<file path="config.mk">
export PLATFORM = sky130hd
export DESIGN_NAME = uart_rx_os
export DESIGN_NICKNAME = d
export VERILOG_FILES = /design/src/rtl/uart_rx_os.sv
export SDC_FILE = /design/constraint.sdc
export NUM_CORES = 1
export LEC_CHECK = 0
export ABC_AREA = 1
export CAP_MARGIN = 20
export CORE_MARGIN = 4
export CORE_UTILIZATION = 57
export DETAILED_ROUTE_END_ITERATION = 8
export PLACE_DENSITY = 0.85
export SETUP_SLACK_MARGIN = 0.15
export SLEW_MARGIN = 20
export SYNTH_ARGS = -nofsm -noshare
export SYNTH_HDL_FRONTEND = slang
export SYNTH_SLANG_ARGS = --single-unit
</file>
<file path="constraint.sdc">
create_clock -name clk -period 3.6 [get_ports clk]
set_input_delay 0.9 -clock clk [delete_from_list [all_inputs] [get_ports clk]]
set_output_delay 0.9 -clock clk [all_outputs]
set_load 0.02 [all_outputs]
</file>
<file path="src/rtl/uart_rx_os.sv">
`timescale 1ns/1ps
// uart_rx_os: oversampling UART receiver.
//   Frame: start bit, DATA_BIT_LENGTH data bits (LSB first), optional odd/even
//   parity bit, STOP_BITS stop bits. Each bit is a 2-of-3 majority vote taken
//   around the bit centre. Reports parity, framing and break per frame.
// Ports:
//   clk           system clock, rising edge
//   rst           asynchronous reset, active-high
//   data_rx       serial line, idle high, asynchronous to clk
//   data_out      last received word, LSB = first data bit on the line
//   data_out_done one-cycle pulse, data_out and flags updated
//   parity_err    parity mismatch on last frame (always 0 when PARITY = 0)
//   frame_err     a stop bit of the last frame sampled 0
//   break_det     last frame was all zeros (data, parity, stop bits)
//   busy          receiving a frame (not IDLE / WAIT_IDLE)
module uart_rx_os #(
  parameter int CLK_FREQ        = 100_000_000,
  parameter int BAUDRATE        = 115_200,
  parameter int DATA_BIT_LENGTH = 8,
  parameter int PARITY          = 0,
  parameter int STOP_BITS       = 1,
  parameter int OVERSAMPLE      = 16
) (
  input  logic                       clk,
  input  logic                       rst,
  input  logic                       data_rx,
  output logic [DATA_BIT_LENGTH-1:0] data_out,
  output logic                       data_out_done,
  output logic                       parity_err,
  output logic                       frame_err,
  output logic                       break_det,
  output logic                       busy
);

  localparam int TICK_DIV = CLK_FREQ / (BAUDRATE * OVERSAMPLE);
  localparam int TW       = (TICK_DIV > 1) ? $clog2(TICK_DIV) : 1;
  localparam int SW       = $clog2(OVERSAMPLE);
  localparam logic [SW-1:0] S_LO   = SW'(OVERSAMPLE / 2 - 1);
  localparam logic [SW-1:0] S_MID  = SW'(OVERSAMPLE / 2);
  localparam logic [SW-1:0] S_HI   = SW'(OVERSAMPLE / 2 + 1);
  localparam logic [SW-1:0] S_LAST = SW'(OVERSAMPLE - 1);

  typedef enum logic [2:0] {
    ST_WAIT_IDLE, ST_IDLE, ST_START, ST_DATA, ST_PARITY, ST_STOP
  } state_t;

  logic                       sync1_q, sync2_q, prev_q;
  logic                       line;
  state_t                     state_q;
  logic [TW-1:0]              tick_q;
  logic [SW-1:0]              s_q;
  logic [1:0]                 samp_q;
  logic [3:0]                 bit_cnt_q;
  logic                       stop_cnt_q;
  logic [DATA_BIT_LENGTH-1:0] shift_q;
  logic                       par_q;
  logic                       ferr_q;
  logic                       stop_hi_q;

  logic tick, vote, vote_tick, wrap_tick;
  logic ferr_d, stop_hi_d, perr_d, brk_d;

  always_ff @(posedge clk or posedge rst) begin
    if (rst) begin
      sync1_q <= 1'b1;
      sync2_q <= 1'b1;
      prev_q  <= 1'b1;
    end else begin
      sync1_q <= data_rx;
      sync2_q <= sync1_q;
      prev_q  <= sync2_q;
    end
  end

  assign line = sync2_q;

  always_comb begin
    tick      = (tick_q == TW'(TICK_DIV - 1));
    vote      = (samp_q[0] & samp_q[1]) | (samp_q[0] & line) | (samp_q[1] & line);
    vote_tick = tick && (s_q == S_HI);
    wrap_tick = tick && (s_q == S_LAST);
    ferr_d    = ferr_q | ~vote;
    stop_hi_d = stop_hi_q | vote;
    if (PARITY == 0)      perr_d = 1'b0;
    else if (PARITY == 1) perr_d = ((^shift_q) == par_q);
    else                  perr_d = ((^shift_q) != par_q);
    // par_q stays 0 without a parity bit, so it never blocks break detection
    brk_d     = (shift_q == '0) && !par_q && !stop_hi_d;
  end

  always_ff @(posedge clk or posedge rst) begin
    if (rst) begin
      state_q       <= ST_WAIT_IDLE;
      tick_q        <= '0;
      s_q           <= '0;
      samp_q        <= '0;
      bit_cnt_q     <= '0;
      stop_cnt_q    <= 1'b0;
      shift_q       <= '0;
      par_q         <= 1'b0;
      ferr_q        <= 1'b0;
      stop_hi_q     <= 1'b0;
      data_out      <= '0;
      data_out_done <= 1'b0;
      parity_err    <= 1'b0;
      frame_err     <= 1'b0;
      break_det     <= 1'b0;
      busy          <= 1'b0;
    end else begin
      data_out_done <= 1'b0;
      case (state_q)
        ST_WAIT_IDLE: begin
          // s_q doubles as a settle counter: the reset value of the synchroniser
          // must be flushed before a high line counts as genuinely idle.
          tick_q <= '0;
          if (!line) begin
            s_q <= '0;
          end else if (s_q == SW'(2)) begin
            s_q     <= '0;
            state_q <= ST_IDLE;
          end else begin
            s_q <= s_q + 1'b1;
          end
        end
        ST_IDLE: begin
          tick_q <= '0;
          s_q    <= '0;
          if (prev_q && !line) begin
            state_q <= ST_START;
            busy    <= 1'b1;
          end
        end
        default: begin
          tick_q <= tick ? '0 : tick_q + 1'b1;
          if (tick) begin
            s_q <= (s_q == S_LAST) ? '0 : s_q + 1'b1;
            if (s_q == S_LO)  samp_q[0] <= line;
            if (s_q == S_MID) samp_q[1] <= line;
          end
          case (state_q)
            ST_START: begin
              if (vote_tick && vote) begin
                state_q <= ST_IDLE;
                busy    <= 1'b0;
              end else if (wrap_tick) begin
                state_q   <= ST_DATA;
                bit_cnt_q <= '0;
              end
            end
            ST_DATA: begin
              if (vote_tick) shift_q <= {vote, shift_q[DATA_BIT_LENGTH-1:1]};
              if (wrap_tick) begin
                if (bit_cnt_q == 4'(DATA_BIT_LENGTH - 1)) begin
                  state_q    <= (PARITY != 0) ? ST_PARITY : ST_STOP;
                  stop_cnt_q <= 1'b0;
                  ferr_q     <= 1'b0;
                  stop_hi_q  <= 1'b0;
                end else begin
                  bit_cnt_q <= bit_cnt_q + 1'b1;
                end
              end
            end
            ST_PARITY: begin
              if (vote_tick) par_q <= vote;
              if (wrap_tick) state_q <= ST_STOP;
            end
            ST_STOP: begin
              if (vote_tick) begin
                if (stop_cnt_q == 1'(STOP_BITS - 1)) begin
                  // Finish at the final stop-bit vote so a start bit right
                  // after the stop bit is still caught as an edge in IDLE.
                  data_out      <= shift_q;
                  parity_err    <= perr_d;
                  frame_err     <= ferr_d;
                  break_det     <= brk_d;
                  data_out_done <= 1'b1;
                  busy          <= 1'b0;
                  tick_q        <= '0;
                  s_q           <= '0;
                  state_q       <= brk_d ? ST_WAIT_IDLE : ST_IDLE;
                end else begin
                  ferr_q    <= ferr_d;
                  stop_hi_q <= stop_hi_d;
                end
              end
              if (wrap_tick) stop_cnt_q <= stop_cnt_q + 1'b1;
            end
            default: ;
          endcase
        end
      endcase
    end
  end

endmodule

</file>
# Yosys cells after proc, flatten, opt, wreduce, memory -nomap -nowiden
# Index checks and enable logic that the tools add are counted.
# Widths: inputs -> output; s select.
[word_totals]
output_inout_bits = 13
input_bits = 3
word_cells = 143
ff_bits = 46
[classes]
eq_ne = 32
bitwise_logic = 11
reduce_logical = 26
n_addsub = 4
n_mux = 51
[ops]
columns = ["cell", "n"]
rows = [
  ["$mux 4", 11],
  ["$mux 3", 10],
  ["$mux 6", 5],
  ["$ne 2x2->1 const B", 11],
  ["$reduce_and 6->1", 3],
  ["$mux 1", 16],
  ["$pmux 4 s2", 2],
  ["$eq 4x4->1 const B", 3],
  ["$ne 4x4->1 const B", 3],
  ["$pmux 3 s4", 1],
  ["$reduce_and 3->1", 4],
  ["$pmux 1 s2", 5],
  ["$reduce_and 10->1", 1],
  ["$add 4x1->4 const B", 2],
  ["$eq 4x3->1 const B", 2],
  ["$logic_not 8->1", 1],
  ["$ne 4x2->1 const B", 2],
  ["$add 6x1->6 const B", 1],
  ["$eq 3x2->1 const B", 2],
  ["$eq 3x3->1 const B", 2],
  ["$eq 6x6->1 const B", 1],
  ["$logic_and 1x1->1", 6],
  ["$ne 3x2->1 const B", 2],
  ["$pmux 3 s2", 1],
  ["16 further kinds", 27],
]

# Longest topological paths before layout
[logic_depth]
word_depth = 11
ltp_mapped = 11
ltp_nobuf = 11

# Worst setup path after synthesis
# OpenSTA, ideal clock, no wires.
[synth_timing]
kind = "reg2reg"
start = "register tick_q[1]"
end = "register par_q"
path_slack_ns = 2.099
n_path_buf = 0
setup_ns = 0.125
path_stages_with_launch = 8
arrival_ns = 1.376
path_cell_list = "dfrtp_1 > inv_1 > ha_1 > nand3_2 > nor2_8 > nand2_4 > nor2_1 > mux2_2"
[synth_via]
elab_chain_len = 3
[synth_lines]
columns = ["element", "line", "text"]
rows = [
  ["from (decl)", "50", "logic [TW-1:0] tick_q;"],
  ["from (signal assigned)", "134", "tick_q <= tick ? '0 : tick_q + 1'b1;"],
  ["$eq 6x6->1", "78", "tick = (tick_q == TW'(TICK_DIV - 1));"],
  ["$logic_and 1x1->1", "80", "vote_tick = tick && (s_q == S_HI);"],
  ["$reduce_and 3->1 (no line)", "-", ""],
  ["to (signal assigned)", "164", "if (vote_tick) par_q <= vote;"],
  ["to (decl)", "56", "logic par_q;"],
]
# No other way between the ends.
# A chain may end at the register's enable or synchronous reset.

# Worst setup path after layout
[layout_timing]
start = "register break_det"
end = "output port break_det"
[layout_rtl]
columns = ["element", "line", "text"]
rows = [
  ["from (decl)", "31", "output logic break_det,"],
  ["from (signal assigned)", "175", "break_det <= brk_d;"],
]
# No word-level cell between the ends.

==> metrics.cfg <==
[run_status]
status=complete, no violations

[die]
initial_core_util=0.601
ios=16
core_area_sq_mm=0.00409
die_h_um=73.6
die-width_um=73.6
dieArea_sq_mm=0.00542
fp-row-count=23

[worst_setup_path]
crit_path_max_incr_delay_ns=0.62
cp_slowest_cell=clkdlybuf4s50_1
endpoint_kind=output port
cp_max_fo=2
critPathBufInv=1
path_class=flop to output port
startpoint_type=flop
critPathArrivalTime_ns=1.30
crit_required_ns=2.70
cp_cell_sequence=clkdlybuf4s50_1
crit_family=buffers and inverters

[logic_synthesis]
avgSynthCellArea_sq_um=8.32
ys_seq_area_frac=0.470
ys_ff_latch=46
synth-edff-count=0
synthesis.nets=305
synth.distinct_cells=32
syn_inst=295
async_flop_share=1.00
synthFlopType=dfrtp_1
ys_warn_count=0
syn_area_sq_mm=0.00245

[placed_design]
dp_cells=354
io_buffers=14
hpwl_um=3120
gp_congestion=0.893

[layout]
fin_cells=362
drive_above_1_share=0.173
diodes=0
finalNetCount=321
multiInputGateArea_sq_mm=0.00112
synthToLayoutAreaGrowth_pct=10.9
layout_commonest_cell=nand2_1
layout_common_cells=83 x nand2_1, 43 x dfrtp_1, 26 x inv_1
seq_area_sq_mm=0.00115
nFillCells=356

[clock_network]
postCtsSetupBuffers=0
htree_levels=2
cts_tree=yes
clockRootBuffer=clkbuf_8
cts_resized=0
clk_pin_slew_worst_paths_ns=0.09
cts_buffers=5
clk_latency_ns=0.30
ctsHoldBuffers=0
cts_max_path_buffers=2
cts.sinks=46

[sta]
max-slew-margin-rel=0.391
max_freq_mhz=454
worst_pin_slew_ns=0.913
hold_viol=0
setup-tns-final_ns=0
rsz0062_at_grt=false
skew_ns=0.00802
min_period_ns=2.20
finalCritPeriodShare=0.612
drv_slew=0
finalSetupViolCount=0

[global_routing]
grt_pass1_wl_um=8080
grt_util_all_layers=0.192
antenna_found_initial=0
grt_overflow=0
grt_pass1_vias=1900
grt_start_max_net_pins=47

[worst_hold_path]
min_path_type=flop to flop

[drt]
firstDrtPassIters=4
via_per_inst=5.22
vias=1888
drt_iter0_drc=138
post_drt_wl_per_cell_um=11.9
routed_wl_um=4320
drc=0
ant_nets=0

[pwr]
leakage_nw=1.34
ir_drop_mv=0.295
p_per_area_mw_per_mm2=589

[flow_run]
maxCapViolations=0

cells by family after synthesis:
| group | count (synthesis) | synth area share |
|---|---|---|
| AO/OA/AOI/OAI | 40 | 0.0922 |
| AND/OR/NAND/NOR | 154 | 0.306 |
| XOR/XNOR | 4 | 0.0143 |
| flip-flops | 46 | 0.470 |
| multiplexers | 1 | 0.00459 |
| adder cells (fa/ha/maj) | 7 | 0.0357 |
| other | 1 | 0.00153 |
| buffers and inverters | 42 | 0.0749 |
Yosys cell counts, types with 5 or more instances:
library cell	number	area [sq um]
nor2_1	23	86.3
inv_2	10	37.5
a21oi_1	5	25.0
nand2_1	83	312
nand3_2	6	60.1
o21ai_2	6	52.6
o21ai_0	13	65.1
dfrtp_1	43	1080
nand3_1	18	90.1
ha_1	7	87.6
nor2_2	6	37.5
inv_1	27	101
o21ai_1	13	65.1
per-layer routing:
| layer | part of all wire | global-route usage |
|---|---|---|
| met3 | 0.043 | 0.0547 |
| met2 | 0.49 | 0.321 |
| met4 | 0.014 | 0.0744 |
| met5 | 0 | 0 |
| met1 | 0.46 | 0.233 |
power breakdown:
part | internal, W | switching, W
clock network | 0.000207 | 0.000177
registers | 0.000578 | 0.0000830
logic | 0.000193 | 0.000365
stage by stage:
| stage | power [W] | utilization | area (sq um) | setup WS (ns) | hold WS, ns |
|---|---|---|---|---|---|
| after floorplan | 0.00112 | - | 2450 | 1.62 | 0.345 |
| final | 0.00160 | 0.666 | 2720 | 1.40 | 0.359 |
| after CTS | 0.00162 | 0.666 | 2720 | 1.37 | 0.360 |
| after global routing | 0.00174 | 0.666 | 2720 | 1.36 | 0.366 |
| after global placement | 0.00121 | 0.639 | 2610 | 1.53 | 0.346 |
| after detailed placement | 0.00123 | 0.639 | 2610 | 1.51 | 0.348 |
state kept, by name, summed over array words and instances, names as in the netlist, 2 cells and up:
signal,flops
bit_cnt_q,4
data_out,8
s_q,4
samp_q,2
shift_q,8
state_q,3
tick_q,6
area by class of cell:
| cell class | instances | share of cell area |
|---|---|---|
| repair buffers | 14 | 0.0515 |
| clock inverters | 2 | 0.0138 |
| clock buffers | 6 | 0.0267 |
| multi-input cells | 207 | 0.410 |
| flip-flops and latches | 46 | 0.424 |
| well taps | 50 | 0.0230 |
| inverters | 37 | 0.0510 |
path summary, 6_finish.rpt:
| path | from | endpoint | slack [ns] | cells past startpoint |
|---|---|---|---|---|
| hold reg to reg | sync1_q | line | 0.36 | 0 |
| hold / removal | sync1_q | line | 0.36 | 0 |
| setup reg to reg | tick_q[1] | s_q[2] | 1.72 | 7 |
| setup / recovery | break_det | break_det | 1.40 | 1 |
| max in group asynchronous | rst | state_q[0] | 1.92 | 2 |
| min in group asynchronous | rst | shift_q[2] | 1.11 | 2 |
(Power assumes the default switching activity.)
